--- config.mk ---
export PLATFORM = sky130hd
export DESIGN_NAME = fetch_stage
export DESIGN_NICKNAME = d
export VERILOG_FILES = /design/src/rtl/core_pkg.sv /design/src/rtl/pc_reg.sv /design/src/rtl/fetch_stage.sv
export SDC_FILE = /design/constraint.sdc
export NUM_CORES = 1
export LEC_CHECK = 0
export ABC_AREA = 1
export CAP_MARGIN = 25
export CORE_MARGIN = 1
export CORE_UTILIZATION = 45
export DETAILED_ROUTE_END_ITERATION = 7
export PLACE_DENSITY = 0.82
export SLEW_MARGIN = 20
export SYNTH_ARGS = -nofsm -noshare
export SYNTH_HDL_FRONTEND = slang
export SYNTH_HIERARCHICAL = 1
export SYNTH_SLANG_ARGS = --single-unit
--- constraint.sdc ---
create_clock -name clk_i -period 2.3 [get_ports clk_i]
set_input_delay 0.69 -clock clk_i [delete_from_list [all_inputs] [get_ports clk_i]]
set_output_delay 0.69 -clock clk_i [all_outputs]
set_load 0.03 [all_outputs]
--- src/rtl/core_pkg.sv ---
`default_nettype none
// ----------------------------------------------------------------------------
// core_pkg: shared constants for the RV32I core front end.
// Rev 1.0
// ----------------------------------------------------------------------------
package core_pkg;

  localparam int unsigned XLEN      = 32;
  localparam int unsigned IMEM_AW   = 10;
  localparam logic [31:0] RESET_PC  = 32'h0000_0000;
  localparam logic [31:0] NOP_INSTR = 32'h0000_0013;  // addi x0, x0, 0

endpackage
`default_nettype wire

--- src/rtl/pc_reg.sv ---
`default_nettype none
// ----------------------------------------------------------------------------
// pc_reg: program counter with redirect/stall priority and misalign flag.
// Rev 1.0
// ----------------------------------------------------------------------------
module pc_reg
  import core_pkg::*;
#(
  parameter int unsigned     XLEN     = core_pkg::XLEN,
  parameter logic [XLEN-1:0] RESET_PC = XLEN'(core_pkg::RESET_PC)
) (
  input  logic            clk_i,
  input  logic            rst_i,
  input  logic            stall_f_i,
  input  logic            pc_src_e_i,
  input  logic [XLEN-1:0] pc_target_e_i,
  output logic [XLEN-1:0] pc_f_o,
  output logic            misalign_o
);

  logic [XLEN-1:0] pc_f;
  logic [XLEN-1:0] pc_next;
  logic            misalign;
  logic            misalign_next;

  // Redirect outranks stall so a simultaneous request resolves deterministically.
  always_comb begin
    pc_next       = pc_f + XLEN'(4);
    misalign_next = 1'b0;
    if (pc_src_e_i) begin
      pc_next       = {pc_target_e_i[XLEN-1:2], 2'b00};
      misalign_next = |pc_target_e_i[1:0];
    end else if (stall_f_i) begin
      pc_next = pc_f;
    end
  end

  always_ff @(posedge clk_i) begin
    if (rst_i) begin
      pc_f     <= RESET_PC;
      misalign <= 1'b0;
    end else begin
      pc_f     <= pc_next;
      misalign <= misalign_next;
    end
  end

  assign pc_f_o     = pc_f;
  assign misalign_o = misalign;

endmodule
`default_nettype wire

--- src/rtl/fetch_stage.sv ---
`default_nettype none
// ----------------------------------------------------------------------------
// fetch_stage: IF stage plus IF/ID register of the five-stage RV32I core.
// Rev 1.0
// ----------------------------------------------------------------------------
module fetch_stage
  import core_pkg::*;
#(
  parameter int unsigned     XLEN     = core_pkg::XLEN,
  parameter int unsigned     IMEM_AW  = core_pkg::IMEM_AW,
  parameter logic [XLEN-1:0] RESET_PC = XLEN'(core_pkg::RESET_PC)
) (
  input  logic               clk_i,
  input  logic               rst_i,
  input  logic               stall_f_i,
  input  logic               stall_d_i,
  input  logic               flush_d_i,
  input  logic               pc_src_e_i,
  input  logic [XLEN-1:0]    pc_target_e_i,
  output logic               imem_en_o,
  output logic [IMEM_AW-1:0] imem_addr_o,
  input  logic [31:0]        imem_rdata_i,
  output logic [XLEN-1:0]    pc_f_o,
  output logic [31:0]        instr_d_o,
  output logic [XLEN-1:0]    pc_d_o,
  output logic [XLEN-1:0]    pc_plus4_d_o,
  output logic               valid_d_o,
  output logic [4:0]         rs1_d_o,
  output logic [4:0]         rs2_d_o,
  output logic               misalign_o
);

  logic [XLEN-1:0] pc_f;
  logic [XLEN-1:0] pc_plus4_f;
  logic [XLEN-1:0] pc_d;
  logic [XLEN-1:0] pc_plus4_d;
  logic            valid_d;
  logic [31:0]     instr_d;

  pc_reg #(
    .XLEN     (XLEN),
    .RESET_PC (RESET_PC)
  ) u_pc_reg (
    .clk_i         (clk_i),
    .rst_i         (rst_i),
    .stall_f_i     (stall_f_i),
    .pc_src_e_i    (pc_src_e_i),
    .pc_target_e_i (pc_target_e_i),
    .pc_f_o        (pc_f),
    .misalign_o    (misalign_o)
  );

  assign pc_plus4_f = pc_f + XLEN'(4);

  // A disabled BRAM keeps its output register, holding the stalled instruction.
  assign imem_en_o   = ~stall_d_i | flush_d_i | rst_i;
  assign imem_addr_o = pc_f[IMEM_AW+1:2];

  always_ff @(posedge clk_i) begin
    if (rst_i) begin
      valid_d    <= 1'b0;
      pc_d       <= RESET_PC;
      pc_plus4_d <= RESET_PC + XLEN'(4);
    end else if (flush_d_i) begin
      valid_d    <= 1'b0;
      pc_d       <= pc_f;
      pc_plus4_d <= pc_plus4_f;
    end else if (!stall_d_i) begin
      valid_d    <= 1'b1;
      pc_d       <= pc_f;
      pc_plus4_d <= pc_plus4_f;
    end
  end

  assign instr_d = valid_d ? imem_rdata_i : NOP_INSTR;

  assign pc_f_o       = pc_f;
  assign instr_d_o    = instr_d;
  assign pc_d_o       = pc_d;
  assign pc_plus4_d_o = pc_plus4_d;
  assign valid_d_o    = valid_d;
  assign rs1_d_o      = instr_d[19:15];
  assign rs2_d_o      = instr_d[24:20];

endmodule
`default_nettype wire

Word level (Yosys, flattened, before mapping)
Cells that the tools add are included.
{ "totals": {"ramBits": 0, "wordCells": 24, "n_memories": 0, "mem_bits_ro": 0, "latchBits": 0, "ff_bits": 98} }
{ "classes": {"div_mod_pow": 0, "n_lt_le_gt_ge": 0, "shifts": 0, "add_sub_neg": 1, "reduce_logical": 4, "multipliers": 0, "bitwise": 4, "n_eq_ne": 2, "n_mux": 7} }
{ "op_table": {"columns": ["cell", "count"], "rows": [
  ["32-bit 2-to-1 mux", 7],
  ["32-bit by 3-bit adder with 32-bit output (second input constant)", 1],
  ["2-bit OR reduction", 4],
  ["2-bit by 1-bit != test with 1-bit output (second input constant)", 2],
  ["1-bit inverter", 2],
  ["1-bit OR", 2]
]} }

Depth between registers and ports, before layout
Gate-level depths: netlist of run 1.
{ "logic_depth": {"ltp_word": 3, "ltp_mapped": 10, "mapped_depth_nobuf": 10} }

Modules after synthesis
The synthesis of run 1 kept the hierarchy.
{ "modules_own_cells": {"columns": ["mod", "seq_area_each_um2", "area_each_um2", "cells_per_inst", "instances"], "rows": [
  ["fetch_stage", 1261.2, 3498.4, 565, 1],
  ["pc_reg", 620.6, 2192.1, 370, 1]
]} }

Least setup slack after synthesis of run 1
Ideal clock, no wire load.
{ "synth_timing": {"path_kind": "reg-to-output", "start": "reg valid_d, in the netlist valid_d_o", "end": "out rs2_d_o[1]", "path_stages_with_launch": 6, "path_buffers": 3, "arrival_time_ns": 1.537, "required_ns": 1.610, "setup_slack_ns": 0.073, "cell_sequence": "dfxtp_1 buf_2 buf_1 nand2_1 inv_1 buf_4"} }
{ "synth_between": {"elab_chain_cells": 1} }
{ "synth_lines": {"columns": ["element", "line", "rtl"], "rows": [
  ["from (decl)", "fetch_stage.sv:37", "logic valid_d;"],
  ["from (signal assigned)", "fetch_stage.sv:61", "valid_d <= 1'b0;"],
  ["from (signal assigned)", "fetch_stage.sv:65", "valid_d <= 1'b0;"],
  ["from (signal assigned)", "fetch_stage.sv:69", "valid_d <= 1'b1;"],
  ["32-bit 2-to-1 mux", "fetch_stage.sv:75", "assign instr_d = valid_d ? imem_rdata_i : NOP_INSTR;"],
  ["to (decl)", "fetch_stage.sv:29", "output logic [4:0] rs2_d_o,"]
]} }
No other way between the ends.

Final worst setup path of run 1
{ "layout_timing": {"start": "reg u_pc_reg.pc_f[9], in the netlist u_pc_reg/pc_f_o[9]", "end": "out pc_f_o[9]"} }
{ "layout_rtl": {"columns": ["element", "line", "rtl"], "rows": [
  ["from (decl)", "pc_reg.sv:21", "logic [XLEN-1:0] pc_f;"],
  ["from (signal assigned)", "pc_reg.sv:43", "pc_f <= pc_next;"],
  ["to (decl)", "fetch_stage.sv:23", "output logic [XLEN-1:0] pc_f_o,"]
]} }
No word-level cell between the ends.

==> metrics.txt, run 1 <==
outcome finished, final reports clean; I/O Buffers 218; Cells after Synth 935; standard-cell rows 40; Final #Nets 1240; Final ANT Viol Nets 0; CTS buffer count 9; Mapped Avg Cell Area 6.09 um^2; WP data arrival 1.59 ns; Peak VDD IR 315 uV; number of global-route vias before repair 6234; CTS tree built; core region area 12200 um^2; wire length per cell 14.3 um; Crit path depth 1; flip-flop and latch count after synthesis 94; Detailed Place HPWL 14600 um; Net Sw Frac 0.316; Net Sw Power 0.00137 W; layout cells sized above 1 0.138; H-tree depth reported by CTS 3; die height 114 um; worst reg2reg path depth 9; Pins Over Slew Limit 0; commonest non-fill, non-tap cell in the layout nand2_1; Root Buffer clkbuf_16; clock latency on the worst-skew pair 0.34 ns; die width 114 um; Least-Margin Pin Slew 0.522 ns; min Tclk post-route 2.28 ns; Critical Path End Type output port; mapped cell area 5690 um^2; clk slew on worst S/H paths 0.07 ns; GRT Resource Usage Total 0.300; Crit path max-delay family buffers and inverters; first-pass GRT wire length 30600 um; post-route setup slack 0.0166 ns; total wire length 19100 um; DRC viols 0; Inst Count DP 1325; gr ovfl total 0; First-pass DRT Iterations 7; Comb pwr share 0.262; Yosys Warn Count 6; clock share of power 0.329; Seq pwr share 0.410; DR iter-0 viols 308; n_diodes 0; Starting Density 0.468; Final Util 0.690; Hold Crit Class flop to flop; Yosys cell types 34; Final Power 0.00434 W; I/O pin total 221; Seq/Total Area, Yosys 0.331; internal power 0.00297 W; CP required 1.61 ns; Rel. slew slack 0.652; crit-path max FO 6; via count 6677; Hold Path Depth 2; CP peak stage delay 0.74 ns; synthesis-to-finish area growth 47.5%; drt via density 4.98; initial antenna violation count 0; Bufs on Longest Clock Path 2; RSZ-0062 raised after global routing no; number of max-cap violations 0; clk_skew 0.00579 ns; Lkg Pwr 3.78 nW; CTS Sinks 94; routability cong. 0.918; main flop type after synthesis dfxtp_1; Worst Setup Start Kind flop; Non-Filler Instances 1341; Setup Slack @ Placement -0.351 ns; FMAX 438 MHz; die area 13100 um^2; Critical Setup Path Class flop to output port; final setup fails 0; final worst-path cycle share 0.993; most frequent cells in the layout 293 x nand2_1, 172 x clkdlybuf4s50_1, 123 x inv_1, 111 x nor2_1, 98 x buf_4; Final Hold Viols 0; largest net degree at the start of global routing 51; Synth async-reset ratio 0; Buf/Inv on CP 1; CP max stage cell clkdlybuf4s50_1; pwr/cell area 516 nW/um^2; crit path cell chain clkdlybuf4s50_1; Post-synth EDFFs 0
-- through the flow --
step / hold slack, ns / TNS, ns / area [um^2]
4_1_cts: 0.459 / -0.0436 / 8400
3_3_place_gp: 0.434 / -1.14 / 8130
2_1_floorplan: 0.572 / 0 / 5690
5_1_grt: 0.478 / 0 / 8400
6_report: 0.457 / 0 / 8400
3_5_place_dp: 0.444 / -1.37 / 8130
-- worst paths after layout --
path	slack, ns	endpoint	from
min reg2reg	0.46	pc_plus4_d_o[3]$_SDFFE_PP0P_	pc_plus4_d_o[3]$_SDFFE_PP0P_
min	0.46	pc_plus4_d_o[3]$_SDFFE_PP0P_	pc_plus4_d_o[3]$_SDFFE_PP0P_
max reg2reg	0.42	pc_plus4_d_o[24]$_SDFFE_PP0P_	u_pc_reg/pc_f_o[3]$_SDFFE_PP0P_
max	0.02	pc_f_o[9]	u_pc_reg/pc_f_o[9]$_SDFFE_PP0P_
-- cells by family after synthesis --
group	synth area share
and+or+nand+nor	0.402
xor gates and xnor gates	0.0123
AOI/OAI and AO/OA	0.108
DFF	0.331
buffers and inverters	0.142
adders and majority gates	0.00440
other	0.000659
-- state kept, by name, indices dropped and copies added, names as in the netlist --
name                 count
valid_d_o                1
pc_d_o                  32
pc_plus4_d_o            30
u_pc_reg/misalign_o      1
u_pc_reg/pc_f_o         30
-- cell usage after synthesis (all sizes together) (5+ instances only) --
cell type | count | share of area
inv | 125 | 0.082
a21oi | 35 | 0.031
nand3 | 76 | 0.067
nor2 | 135 | 0.11
o21ai | 67 | 0.059
xnor2 | 5 | 0.0077
dfxtp | 94 | 0.33
nand2 | 306 | 0.21
clkbuf | 13 | 0.0086
a31oi | 8 | 0.0088
buf | 43 | 0.050
-- power by group through the flow --
stage	clock network [W]	logic (W)	registers (W)
6_report	0.00142	0.00113	0.00178
5_1_grt	0.00153	0.00122	0.00179
4_1_cts	0.00145	0.00113	0.00178
3_5_place_dp	0	0.00113	0.00181
3_3_place_gp	0	0.00112	0.00181
2_1_floorplan	0	0.000393	0.00202
-- repair_timing --
action	CTS	global route
gates resized for setup	16	2
hold buffers	0	0
buffers inserted	0	0
endpoints found under the setup margin	4	1
-- per-layer routing --
metal | part of all wire | GRT usage | up-vias | routed length (um)
li1 | - | - | 3332 | -
met4 | 0.036 | 0.135 | 0 | 686
met3 | 0.090 | 0.0630 | 49 | 1720
met2 | 0.49 | 0.533 | 307 | 9360
met5 | 0 | 0 | - | 0
met1 | 0.38 | 0.345 | 2989 | 7360
-- cell type report --
class | count | area [um^2]
Clock buffer | 10 | 239
Clock inverter | 6 | 46.3
Fill cell | 1107 | 3770
Inverter | 127 | 477
Multi-Input combinational cell | 659 | 3010
Sequential cell | 94 | 1880
Tap cell | 168 | 210
Timing Repair Buffer | 277 | 2530
No activity file was read; power rests on OpenSTA's default activity.
==> inputs of run 2 (changes only) <==
--- a/config.mk
+++ b/config.mk
@@ -7,11 +7,10 @@
 export LEC_CHECK = 0
 export ABC_AREA = 1
 export CAP_MARGIN = 25
-export CORE_MARGIN = 1
+export CORE_MARGIN = 1.5
 export CORE_UTILIZATION = 45
 export DETAILED_ROUTE_END_ITERATION = 7
 export PLACE_DENSITY = 0.82
-export SLEW_MARGIN = 20
 export SYNTH_ARGS = -nofsm -noshare
 export SYNTH_HDL_FRONTEND = slang
 export SYNTH_HIERARCHICAL = 1
==> run 2 against run 1 <==
  * Clock power is 16% higher
  * Critical path depth is 3 higher
  * Non-clock buffer count is 2 higher
  * Highest routed layer unchanged
  * Global-route usage is 0.71 points lower
  * Critical path type is now input pin to output port
  * Combinational power hardly changed
  * Largest cell class unchanged
==> metrics.txt, run 2 (same netlist as run 1, synthesis figures left out) <==
Pins Over Slew Limit 0 (unchanged); hold bufs inserted after CTS 0 (unchanged); Hold Path Origin pc_plus4_d_o[3]$_SDFFE_PP0P_ (unchanged); Worst R2R Start u_pc_reg/pc_f_o[3]$_SDFFE_PP0P_ (unchanged); Bufs on Longest Clock Path 2 (unchanged); Final Util 0.695 (was 0.690); CP max stage cell clkdlybuf4s50_1 (unchanged); Hold WS 0.451 ns (was 0.457 ns); routability cong. 0.934 (was 0.918); Critical Setup Path Class input pin to output port (was flop to output port); die area 13300 um^2 (was 13100 um^2); FMAX 442 MHz (was 438 MHz); synthesis-to-finish area growth 48.6% (was 47.5%); hold-critical path endpoint pc_plus4_d_o[3]$_SDFFE_PP0P_ (unchanged); RSZ-0062 raised after global routing no (unchanged); crit path cell chain clkdlybuf4s50_1 -> nor2_2 -> inv_1 -> buf_4 (was clkdlybuf4s50_1); CTS tree built (unchanged); Lkg Pwr 3.81 nW (was 3.78 nW); Max Used Layer met4 (unchanged); die width 115 um (was 114 um); r2r endpoint pc_plus4_d_o[24]$_SDFFE_PP0P_ (unchanged); Critical Path End Type output port (unchanged); I/O pin total 221 (unchanged); total length of routed met3 wires 1670 um (was 1720 um); CTS Sinks 94 (unchanged); most frequent cells in the layout 293 x nand2_1, 172 x clkdlybuf4s50_1, 123 x inv_1, 111 x nor2_1, 101 x buf_4 (was 293 x nand2_1, 172 x clkdlybuf4s50_1, 123 x inv_1, 111 x nor2_1, 98 x buf_4); R2R Setup Slk 0.40 ns (was 0.42 ns); wl on met1 7580 um (was 7360 um); total wire length 19500 um (was 19100 um); crit-path max FO 2 (was 6); Post-CTS Setup Repair Bufs 0 (unchanged); min Tclk post-route 2.26 ns (was 2.28 ns); via count 6654 (was 6677); Final #Nets 1242 (was 1240); gr ovfl total 0 (unchanged); Final Hold Viols 0 (unchanged); drt via density 4.96 (was 4.98); clock latency on the worst-skew pair 0.35 ns (was 0.34 ns); n_diodes 0 (unchanged); GRT Resource Usage Total 0.293 (was 0.300); Detailed Place HPWL 15000 um (was 14600 um); largest net degree at the start of global routing 69 (was 51); met2 wire len 9670 um (was 9360 um); die height 115 um (was 114 um); number of max-cap violations 0 (unchanged); DRC viols 0 (unchanged); clk slew on worst S/H paths 0.07 ns (about the same); Root Buffer clkbuf_16 (unchanged); outcome finished, final reports clean (unchanged); Crit path max-delay family buffers and inverters (unchanged); First-pass DRT Iterations 5 (was 7); Buf/Inv on CP 3 (was 1); final setup fails 0 (unchanged); CP peak stage delay 0.50 ns (was 0.74 ns); worst reg2reg path depth 9 (unchanged); layout cells sized above 1 0.138 (about the same); max FFs per register 32 (unchanged); Least-Margin Pin Slew 0.646 ns (was 0.522 ns); core region area 12200 um^2 (unchanged); number of global-route vias before repair 6236 (was 6234); final worst-path cycle share 0.984 (was 0.993); commonest non-fill, non-tap cell in the layout nand2_1 (unchanged); CP required 1.61 ns (about the same); wire length per cell 14.6 um (was 14.3 um); Rel. slew slack 0.570 (was 0.652); WP data arrival 1.57 ns (was 1.59 ns); CTS buffer count 9 (unchanged); Hold Crit Class flop to flop (unchanged); I/O Buffers 218 (unchanged); H-tree depth reported by CTS 3 (unchanged); Hold Path Depth 2 (unchanged); first-pass GRT wire length 30400 um (was 30600 um); standard-cell rows 40 (unchanged); pwr/cell area 540 nW/um^2 (was 516 nW/um^2); Peak VDD IR 291 uV (was 315 uV); clk_skew 0.00632 ns (was 0.00579 ns); initial antenna violation count 0 (unchanged); Final ANT Viol Nets 0 (unchanged); DR iter-0 viols 262 (was 308); Worst Setup Start Kind input pin (was flop); Starting Density 0.468 (unchanged)
[run 2: routing by layer]
metal / vias to the layer above / track usage
li1: 3334 / -
met1: 2990 / 0.338
met2: 292 / 0.534
met3: 38 / 0.0481
met4: 0 / 0.128
met5: - / 0
[run 2: repair_timing]
action | 4_1_cts | 5_1_grt
cloned | 0 | 0
hold endpoints to repair | 0 | 0
gates resized for setup | 13 | 1
setup endpoints to repair | 3 | 1
[run 2: final cells by class]
cell class | instances | area [um^2]
Sequential cell | 94 | 1880
Clock inverter | 3 | 67.6
Multi-Input combinational cell | 659 | 3010
Tap cell | 168 | 210
Timing Repair Buffer | 279 | 2550
Clock buffer | 12 | 256
Inverter | 127 | 477
Fill cell | 1072 | 3710
[run 2: worst max path at each step]
| stage | slack, ns | endpoint | cells past startpoint | startpoint |
|---|---|---|---|---|
| global placement | -0.34 | instr_d_o[1] | 3 | imem_rdata_i[1] |
| floorplan | 0.07 | rs2_d_o[1] | 5 | valid_d_o$_SDFFE_PP0N_ |
| global route | 0.008 | imem_en_o | 4 | rst_i |
| detailed placement | -0.37 | instr_d_o[0] | 3 | imem_rdata_i[0] |
| finish | 0.04 | imem_en_o | 4 | rst_i |
| CTS | 0.02 | instr_d_o[4] | 3 | imem_rdata_i[4] |
[run 2: worst min-delay path: stages, from the launching register on]
cell and delay [ns]:
dfxtp_1 0.32, nand2_1 0.05, nand2_1 0.05
[run 2: report_power, final]
| group | leakage, nW | total [W] | internal (W) | switching (W) |
|---|---|---|---|---|
| Clock | 0.155 | 0.00165 | 0.00101 | 0.000638 |
| Combinational | 2.88 | 0.00114 | 0.000481 | 0.000662 |
| Sequential | 0.772 | 0.00177 | 0.00172 | 0.0000561 |
[run 2: stage by stage]
| stage | total power (W) | TNS [ns] | cell area, um^2 | std cells | setup WS (ns) |
|---|---|---|---|---|---|
| after floorplan | 0.00241 | 0 | 5690 | 936 | 0.0730 |
| after global placement | 0.00293 | -0.922 | 8140 | 1327 | -0.345 |
| after detailed placement | 0.00295 | -1.62 | 8140 | 1327 | -0.373 |
| after CTS | 0.00457 | 0 | 8450 | 1342 | 0.0240 |
| after global routing | 0.00472 | 0 | 8450 | 1342 | 0.00775 |
| final | 0.00456 | 0 | 8450 | 1342 | 0.0379 |
